===== src/rtl/store_buffer.sv =====
// rtl/store_buffer.sv - write-posting store FIFO with load forwarding and DataB bus arbitration
// Optional in-place store merging is enabled by defining STORE_COALESCE_EN.
module store_buffer #(
  parameter int W     = 8,
  parameter int A     = 8,
  parameter int DEPTH = 4
) (
  input  logic         Clk,
  input  logic         Reset,
  input  logic         StoreValid,
  input  logic [A-1:0] StoreAddr,
  input  logic [W-1:0] StoreData,
  output logic         StoreReady,
  input  logic         LoadValid,
  input  logic [A-1:0] LoadAddr,
  output logic [W-1:0] LoadData,
  output logic         LoadHit,
  output logic         MemWriteEn,
  output logic [A-1:0] MemWrAddr,
  output logic [W-1:0] MemBus,
  input  logic [W-1:0] MemReadData,
  output logic         Empty
);
  localparam int PW = $clog2(DEPTH);
  localparam int CW = $clog2(DEPTH + 1);

  logic [A-1:0]     addr_q [DEPTH];
  logic [W-1:0]     data_q [DEPTH];
  logic [DEPTH-1:0] valid_q;
  logic [PW-1:0]    head_q, tail_q;
  logic [CW-1:0]    count_q;

  logic          fwd_hit;
  logic [W-1:0]  fwd_data;
  logic [PW-1:0] lk_idx;
  logic          load_miss, drain, accept, alloc, not_full;
  logic          co_hit;
  logic [PW-1:0] co_idx;

  // Walk oldest to youngest so the last match wins.
  always_comb begin
    fwd_hit  = 1'b0;
    fwd_data = '0;
    lk_idx   = '0;
    for (int i = 0; i < DEPTH; i++) begin
      lk_idx = head_q + PW'(i);
      if (valid_q[lk_idx] && addr_q[lk_idx] == LoadAddr) begin
        fwd_hit  = 1'b1;
        fwd_data = data_q[lk_idx];
      end
    end
  end

  assign LoadHit   = LoadValid && fwd_hit;
  assign load_miss = LoadValid && !fwd_hit;
  assign LoadData  = LoadHit ? fwd_data : MemReadData;
  // Gating with Reset keeps memory from writing on the reset edge itself.
  assign drain     = (count_q != '0) && !load_miss && !Reset;
  assign not_full  = (count_q != CW'(DEPTH));

`ifdef STORE_COALESCE_EN
  always_comb begin
    co_hit = 1'b0;
    co_idx = '0;
    for (int i = 0; i < DEPTH; i++) begin
      if (valid_q[i] && addr_q[i] == StoreAddr && !(drain && PW'(i) == head_q)) begin
        co_hit = 1'b1;
        co_idx = PW'(i);
      end
    end
  end
  assign StoreReady = not_full || co_hit;
`else
  assign co_hit     = 1'b0;
  assign co_idx     = '0;
  assign StoreReady = not_full;
`endif

  assign accept     = StoreValid && StoreReady;
  assign alloc      = accept && !co_hit;
  assign MemWriteEn = drain;
  assign MemWrAddr  = addr_q[head_q];
  assign MemBus     = load_miss ? W'(LoadAddr) : data_q[head_q];
  assign Empty      = (count_q == '0);

  always_ff @(posedge Clk) begin
    if (Reset) begin
      head_q  <= '0;
      tail_q  <= '0;
      count_q <= '0;
      valid_q <= '0;
    end else begin
      if (drain) begin
        valid_q[head_q] <= 1'b0;
        head_q          <= head_q + PW'(1);
      end
      if (accept && co_hit) begin
        data_q[co_idx] <= StoreData;
      end
      if (alloc) begin
        addr_q[tail_q]  <= StoreAddr;
        data_q[tail_q]  <= StoreData;
        valid_q[tail_q] <= 1'b1;
        tail_q          <= tail_q + PW'(1);
      end
      count_q <= count_q + CW'(alloc) - CW'(drain);
    end
  end
endmodule


===== config.mk =====
export PLATFORM = sky130hd
export DESIGN_NAME = store_buffer
export DESIGN_NICKNAME = d
export VERILOG_FILES = /design/src/rtl/store_buffer.sv
export SDC_FILE = /design/constraint.sdc
export NUM_CORES = 1
export LEC_CHECK = 0
export BUFFER_PORTS_ARGS = -buffer_cell sky130_fd_sc_hd__buf_2
export CORE_ASPECT_RATIO = 1.5
export CORE_MARGIN = 3
export CORE_UTILIZATION = 55
export CTS_BUF_LIST = sky130_fd_sc_hd__clkbuf_8
export CTS_CLUSTER_DIAMETER = 60
export CTS_CLUSTER_SIZE = 16
export DETAILED_ROUTE_END_ITERATION = 8
export GPL_TIMING_DRIVEN = 0
export PLACE_DENSITY_LB_ADDON = 0.05
export SETUP_SLACK_MARGIN = 0.5
export SYNTH_ARGS = -nofsm -noshare
export SYNTH_HDL_FRONTEND = slang
export SYNTH_SLANG_ARGS = --single-unit
export TNS_END_PERCENT = 50

===== constraint.sdc =====
create_clock -name Clk -period 5.2 [get_ports Clk]
set_input_delay 0.52 -clock Clk [delete_from_list [all_inputs] [get_ports Clk]]
set_output_delay 0.52 -clock Clk [all_outputs]
set_load 0.03 [all_outputs]

# Word-level counts from Yosys, hierarchy flattened
# Memory sizes are Yosys's and may differ from the RTL's. A register that Yosys moved wholly into a read port is not among the register bits.
# Cells that the tools add are included.
[classes] add_sub_neg=6 multipliers=0 div=0 n_lt_le_gt_ge=7 n_eq_ne=5 n_shift=0 mux=32 bitwise=3 n_reduce_logical=16
[op_table] cell="$mux 8" n=6
[op_table] cell="$eq 8x8->1" n=4
[op_table] cell="$lt 2x3->1 const B" n=5
[op_table] cell="$mux 1" n=13
[op_table] cell="$mux 4" n=3
[op_table] cell="$logic_and 1x1->1" n=11
[op_table] cell="$bmux 1 s2" n=4
[op_table] cell="$mux 2" n=4
[op_table] cell="$add 2x1->2 const B" n=2
[op_table] cell="$add 2x2->2 const B" n=2
[op_table] cell="$and 4x4->4" n=1
[op_table] cell="$demux 1 s2" n=2
[op_table] cell="$ge 2x1->1 const B" n=2
[op_table] cell="$not 4->4" n=1
[op_table] cell="$or 4x4->4" n=1
[op_table] cell="$add 3x1->3" n=1
[op_table] cell="$logic_not 1->1" n=3
[op_table] cell="$logic_not 3->1" n=1
[op_table] cell="$ne 3x3->1 const B" n=1
[op_table] cell="$reduce_bool 3->1" n=1
[op_table] cell="$sub 3x1->3" n=1
[totals] reg_bits=11 latchBits=0 mem_bits_rw=64 romBits=0 input_bits=36 out_inout_bits=28 elab_cells=75 memories=2
[mem_list] memory="addr_q" depth=4 word_bits=8 read_ports=4 rd_clocked_by_memory_dff=1 write_ports=1 line="27" source="logic [A-1:0] addr_q [DEPTH];"
[mem_list] memory="data_q" depth=4 word_bits=8 read_ports=4 rd_clocked_by_memory_dff=1 write_ports=1 line="28" source="logic [W-1:0] data_q [DEPTH];"

# Logic depth before layout (Yosys ltp)
[logic_depth] word_depth=16 ltp_mapped=25 mapped_depth_nobuf=18

# Worst setup path after synthesis
# No wires, ideal clock.
[synth_timing] path_kind="register -> register" from="register head_q[1]" to="register count_q[2]" setup_time_ns=0.128 t_arrival_ns=4.878 t_required_ns=5.072 slack_ns=0.195 path_stages_with_launch=25 n_path_buf=7 period_less_slack_ns=5.005 cell_sequence="dfxtp_1 > buf_2 > buf_2 > clkbuf_1 > inv_1 > ha_1 > buf_6 > buf_12 > buf_12 > mux4_2 > xnor2_2 > o211ai_2 > o22ai_4 > nor3_4 > nand2_2 > buf_6 > and3_1 > ha_1 > inv_1 > ha_1 > inv_1 > fa_1 > xor2_1 > xnor2_1 > nor2_1"
[synth_via] elab_chain_len=13 elab_cells_between_ends=29 cone_classes="4 x add/sub; 3 x eq/ne; 12 x mux; 9 x reduce/logical; 1 x memory"
[synth_lines] element="start: declaration" line="30" source="logic [PW-1:0] head_q, tail_q;"
[synth_lines] element="start signal: assignment" line="95" source="head_q <= head_q + PW'(1);"
[synth_lines] element="$add 2x1->2 or $bmux 1 s2 (tied branches)" line="46, 47"
[synth_lines] element="$mem_v2 4x8, or another cell as far along"
[synth_lines] element="$eq 8x8->1, or another cell as far along" line="47" source="if (valid_q[lk_idx] && addr_q[lk_idx] == LoadAddr) begin"
[synth_lines] element="$logic_and 1x1->1 or $mux 1 (tied branches)" line="47"
[synth_lines] element="$mux 1 (2 in series)" line="47"
[synth_lines] element="$mux 1 *" line="47"
[synth_lines] element="$logic_not 1->1 *" line="55" source="assign load_miss = LoadValid && !fwd_hit;"
[synth_lines] element="$logic_and 1x1->1 *" line="55"
[synth_lines] element="$logic_not 1->1 *" line="58" source="assign drain = (count_q != '0) && !load_miss && !Reset;"
[synth_lines] element="$logic_and 1x1->1 * (2 in series)" line="58"
[synth_lines] element="via MemWriteEn" line="18" source="output logic MemWriteEn,"
[synth_lines] element="$sub 3x1->3 *" line="106" source="count_q <= count_q + CW'(alloc) - CW'(drain);"
[synth_lines] element="end signal: assignment" line="106"
[synth_lines] element="end: declaration" line="31" source="logic [CW-1:0] count_q;"
# The timed path passes the listed nets; every way through them passes the cells marked *. The select of a mux whose other input is x is not followed.
# A chain may end at the register's enable or synchronous reset.

# Final worst setup path
[layout_timing] from="register head_q[1]" to="output port LoadData[2]"
[layout_via] elab_chain_len=9 elab_cells_between_ends=30 cone_classes="3 x add/sub; 3 x eq/ne; 17 x mux; 5 x reduce/logical; 2 x memory"
[layout_lines] element="$add 2x1->2 or $bmux 1 s2 (tied branches)" line="46, 47"
[layout_lines] element="$mem_v2 4x8, or another cell as far along"
[layout_lines] element="$eq 8x8->1, or another cell as far along" line="47"
[layout_lines] element="$logic_and 1x1->1 or $mux 1 (tied branches)" line="47"
[layout_lines] element="$mux 1 (3 in series)" line="47"
[layout_lines] element="$logic_and 1x1->1" line="54" source="assign LoadHit = LoadValid && fwd_hit;"
[layout_lines] element="$mux 8 *" line="56" source="assign LoadData = LoadHit ? fwd_data : MemReadData;"
[layout_lines] element="end: declaration" line="16" source="output logic [W-1:0] LoadData,"
# Mark *: on every way between the ends. The rest lies on a longest branch, timed or not. The select of a mux whose other input is x is not followed.

==> results_dict.tcl <==
set metrics [dict create \
    die_area_um2 11050 \
    skew_ns 0.01224 \
    vias 3843 \
    layout_common_cells "edfxtp_1, buf_2, mux4_2" \
    powerDensity_nw_per_um2 475.9 \
    grt_usage 0.2610 \
    fmax_mhz 217.3 \
    cts-htree-levels 3 \
    pwr-share-clk 0.169 \
    die_w_um 86.82 \
    crit_type "flop to output pin" \
    fillers 704 \
    async_reset_ff_frac 0 \
    via_per_inst 6.614 \
    holdWs_ns 0.3518 \
    ys_seq_elements 77 \
    pwr-share-comb 0.571 \
    worst_pin_slew_ns 0.9750 \
    crit_fanout 11 \
    grt_pass1_vias 3933 \
    slew_headroom 0.3493 \
    antenna_found_initial 0 \
    min_to "addr_q[1][4]" \
    yosysUniqueCellTypes 62 \
    grt-ovfl-total 0 \
    total_power_mw 2.992 \
    min_path_type "input port to flop" \
    synth.largest_area_cell "edfxtp_1" \
    rr_endpoint "count_q[2]" \
    switching_share 0.3844 \
    peakVddDrop_v 0.0002949 \
    diodes 0 \
    io_pins 64 \
    drive_gt1_frac 0.3859 \
    reg2reg_slack_ns 0.64 \
    cts.path.max_buffers 2 \
    crit_required_ns 4.68 \
    totalWireLength_mm 13.94 \
    power.internal_mw 1.842 \
    power.leakage_nw 2.203 \
    layout_commonest_cell "edfxtp_1" \
    clk-insertion-delay-late_ns 0.37 \
    die_h_um 127.2 \
    area_growth_pct 16.67 \
    clock_sinks 77 \
    drtPass1Iterations 5 \
    worstHoldStart "StoreAddr[4]" \
    drtIter0Drc 286 \
    core-area_um2 9415 \
    final_nets 511 \
    setup_viol 0 \
    drc_errors 0 \
    io_buffers 55 \
    synth_warnings 0 \
    placementRows 43 \
    start_util 0.5724 \
    end_kind "output pin" \
    drv_slew 0 \
    yosysSeqAreaShare 0.4049 \
    cp_data_arrival_time_ns 4.08 \
    hpwl_mm 9.668 \
    status "complete, no violations" \
    r2r_cells 24 \
    avgSynthCellArea_um2 14.03 \
    cap_violations 0 \
    r2r-start "head_q[1]" \
    seqPwrFrac 0.261 \
    synth-edff-count 64 \
    synth_area_um2 5389 \
    syn_inst 384 \
    instances_no_fill 581 \
    cts_buffers 9 \
    post-route-min-period_ns 4.603 \
    grt_max_degree 18 \
    cts_root_buf "clkbuf_8" \
    yosysTopAreaCellShare 0.3566 \
    tns_ns 0 \
    postCtsHoldBufs 0 \
    grt_pass1_wl_mm 21.29 \
    ys.flop_type "edfxtp_1" \
    syn_nets 431 \
    ant_nets 0 \
    rsz0062_at_grt "true" \
    whs_path_depth 1 \
    dp_cells 551 \
    gp_congestion 0.8648 \
    power_switching_mw 1.150 \
    finalHoldViolCount 0 \
    cp-start-kind "flop" \
    synth_area_leaders "edfxtp_1, mux4_2, xnor2_1" \
    clk_pin_slew_worst_paths_ns 0.09 \
    cts_tree "built" \
    wl_per_cell_um 23.99 \
    min_period_over_period 0.8851 \
]
==> how the worst max path moves through the flow <==
| stage | start | endpoint | slack, ns | cells after the start |
|---|---|---|---|---|
| floorplan | head_q[1] | count_q[2] | 0.54 | 24 |
| global placement | head_q[1] | count_q[2] | 0.09 | 22 |
| detailed placement | head_q[1] | count_q[2] | -0.0007 | 22 |
| CTS | head_q[1] | count_q[2] | 0.54 | 24 |
| global route | head_q[1] | count_q[2] | 0.46 | 24 |
| finish | head_q[1] | LoadData[2] | 0.60 | 18 |
==> area by class of cell <==
| cell class | count | area [um2] | share of cell area |
|---|---|---|---|
| Buffer | 32 | 262.8 | 0.04179 |
| Clock buffer | 10 | 137.6 | 0.02189 |
| Clock inverter | 6 | 88.84 | 0.01413 |
| Inverter | 13 | 51.30 | 0.008159 |
| Multi-Input combinational cell | 262 | 2995 | 0.4764 |
| Sequential cell | 77 | 2186 | 0.3477 |
| Tap cell | 112 | 140.1 | 0.02229 |
| Timing Repair Buffer | 69 | 425.4 | 0.06766 |
==> registers in the layout, indices dropped and copies added (netlist names), named ones only <==
signal,count
count_q,3
tail_q,2
addr_q,32
valid_q,4
data_q,32
head_q,2
==> synth_stat cells (2+ instances only) <==
library cell / number
a221o_1: 7
xnor2_1: 33
inv_1: 10
nand3_1: 6
o31ai_1: 7
buf_4: 4
mux4_2: 54
nand4_1: 3
clkbuf_1: 10
nand2_1: 20
buf_6: 4
buf_12: 2
buf_1: 3
a41oi_1: 4
o31ai_2: 2
mux2i_1: 26
nor2b_1: 10
a21oi_1: 13
mux2_1: 9
a31oi_1: 3
nor3_1: 6
dfxtp_1: 13
nor2_1: 7
clkinv_1: 2
edfxtp_1: 64
buf_2: 9
xor2_1: 8
xnor2_2: 2
ha_1: 10
==> cells by family after synthesis <==
logic type	synth area share
AND/OR/NAND/NOR	0.07059
multiplexers	0.2997
flip-flops	0.4049
AO/OA/AOI/OAI	0.07732
buffers and inverters	0.04783
adder cells (fa/ha/maj)	0.02693
XOR/XNOR	0.07267
==> power groups by stage <==
stage	clock (mW)	combinational, mW	sequential, mW
finish	0.504	1.71	0.780
global route	0.539	1.81	0.787
CTS	0.509	1.63	0.778
detailed placement	0	1.57	0.791
global placement	0	1.56	0.787
floorplan	0	1.26	0.774
==> metrics by stage <==
step	utilization	cell area, um2	setup WS (ns)
2_1_floorplan	-	5403	0.5421
3_3_place_gp	0.6179	5818	0.08532
3_5_place_dp	0.6179	5818	-0.0006595
4_1_cts	0.6562	6178	0.5442
5_1_grt	0.6678	6287	0.4551
6_report	0.6678	6287	0.5973
==> per-layer routing <==
metal  up-vias  track usage  wire, um
li1       1694            -         -
met1      1924       0.3152      5099
met2       179       0.4322      7337
met3        46      0.03677       880
met4         0       0.1651       619
met5         -            0         0
==> worst max-delay path, stage by stage (launching register included) <==
cell,delay [ns]
dfxtp_4,0.36
buf_6,0.11
buf_12,0.14
clkbuf_16,0.17
inv_1,0.08
ha_4,0.29
buf_8,0.12
buf_12,0.15
buf_12,0.14
mux4_2,0.52
xnor2_2,0.17
o211ai_2,0.13
o22ai_4,0.12
buf_4,0.17
o31ai_4,0.42
buf_6,0.23
nand2_1,0.07
o31ai_1,0.06
buf_2,0.24
==> what timing repair did <==
action,in CTS,in global routing
endpoints found under the setup margin,20,9
buffers inserted,8,5
pin swaps,7,7
gates cloned,0,1
gates resized for setup,11,14
No activity file was read; power rests on OpenSTA's default activity.
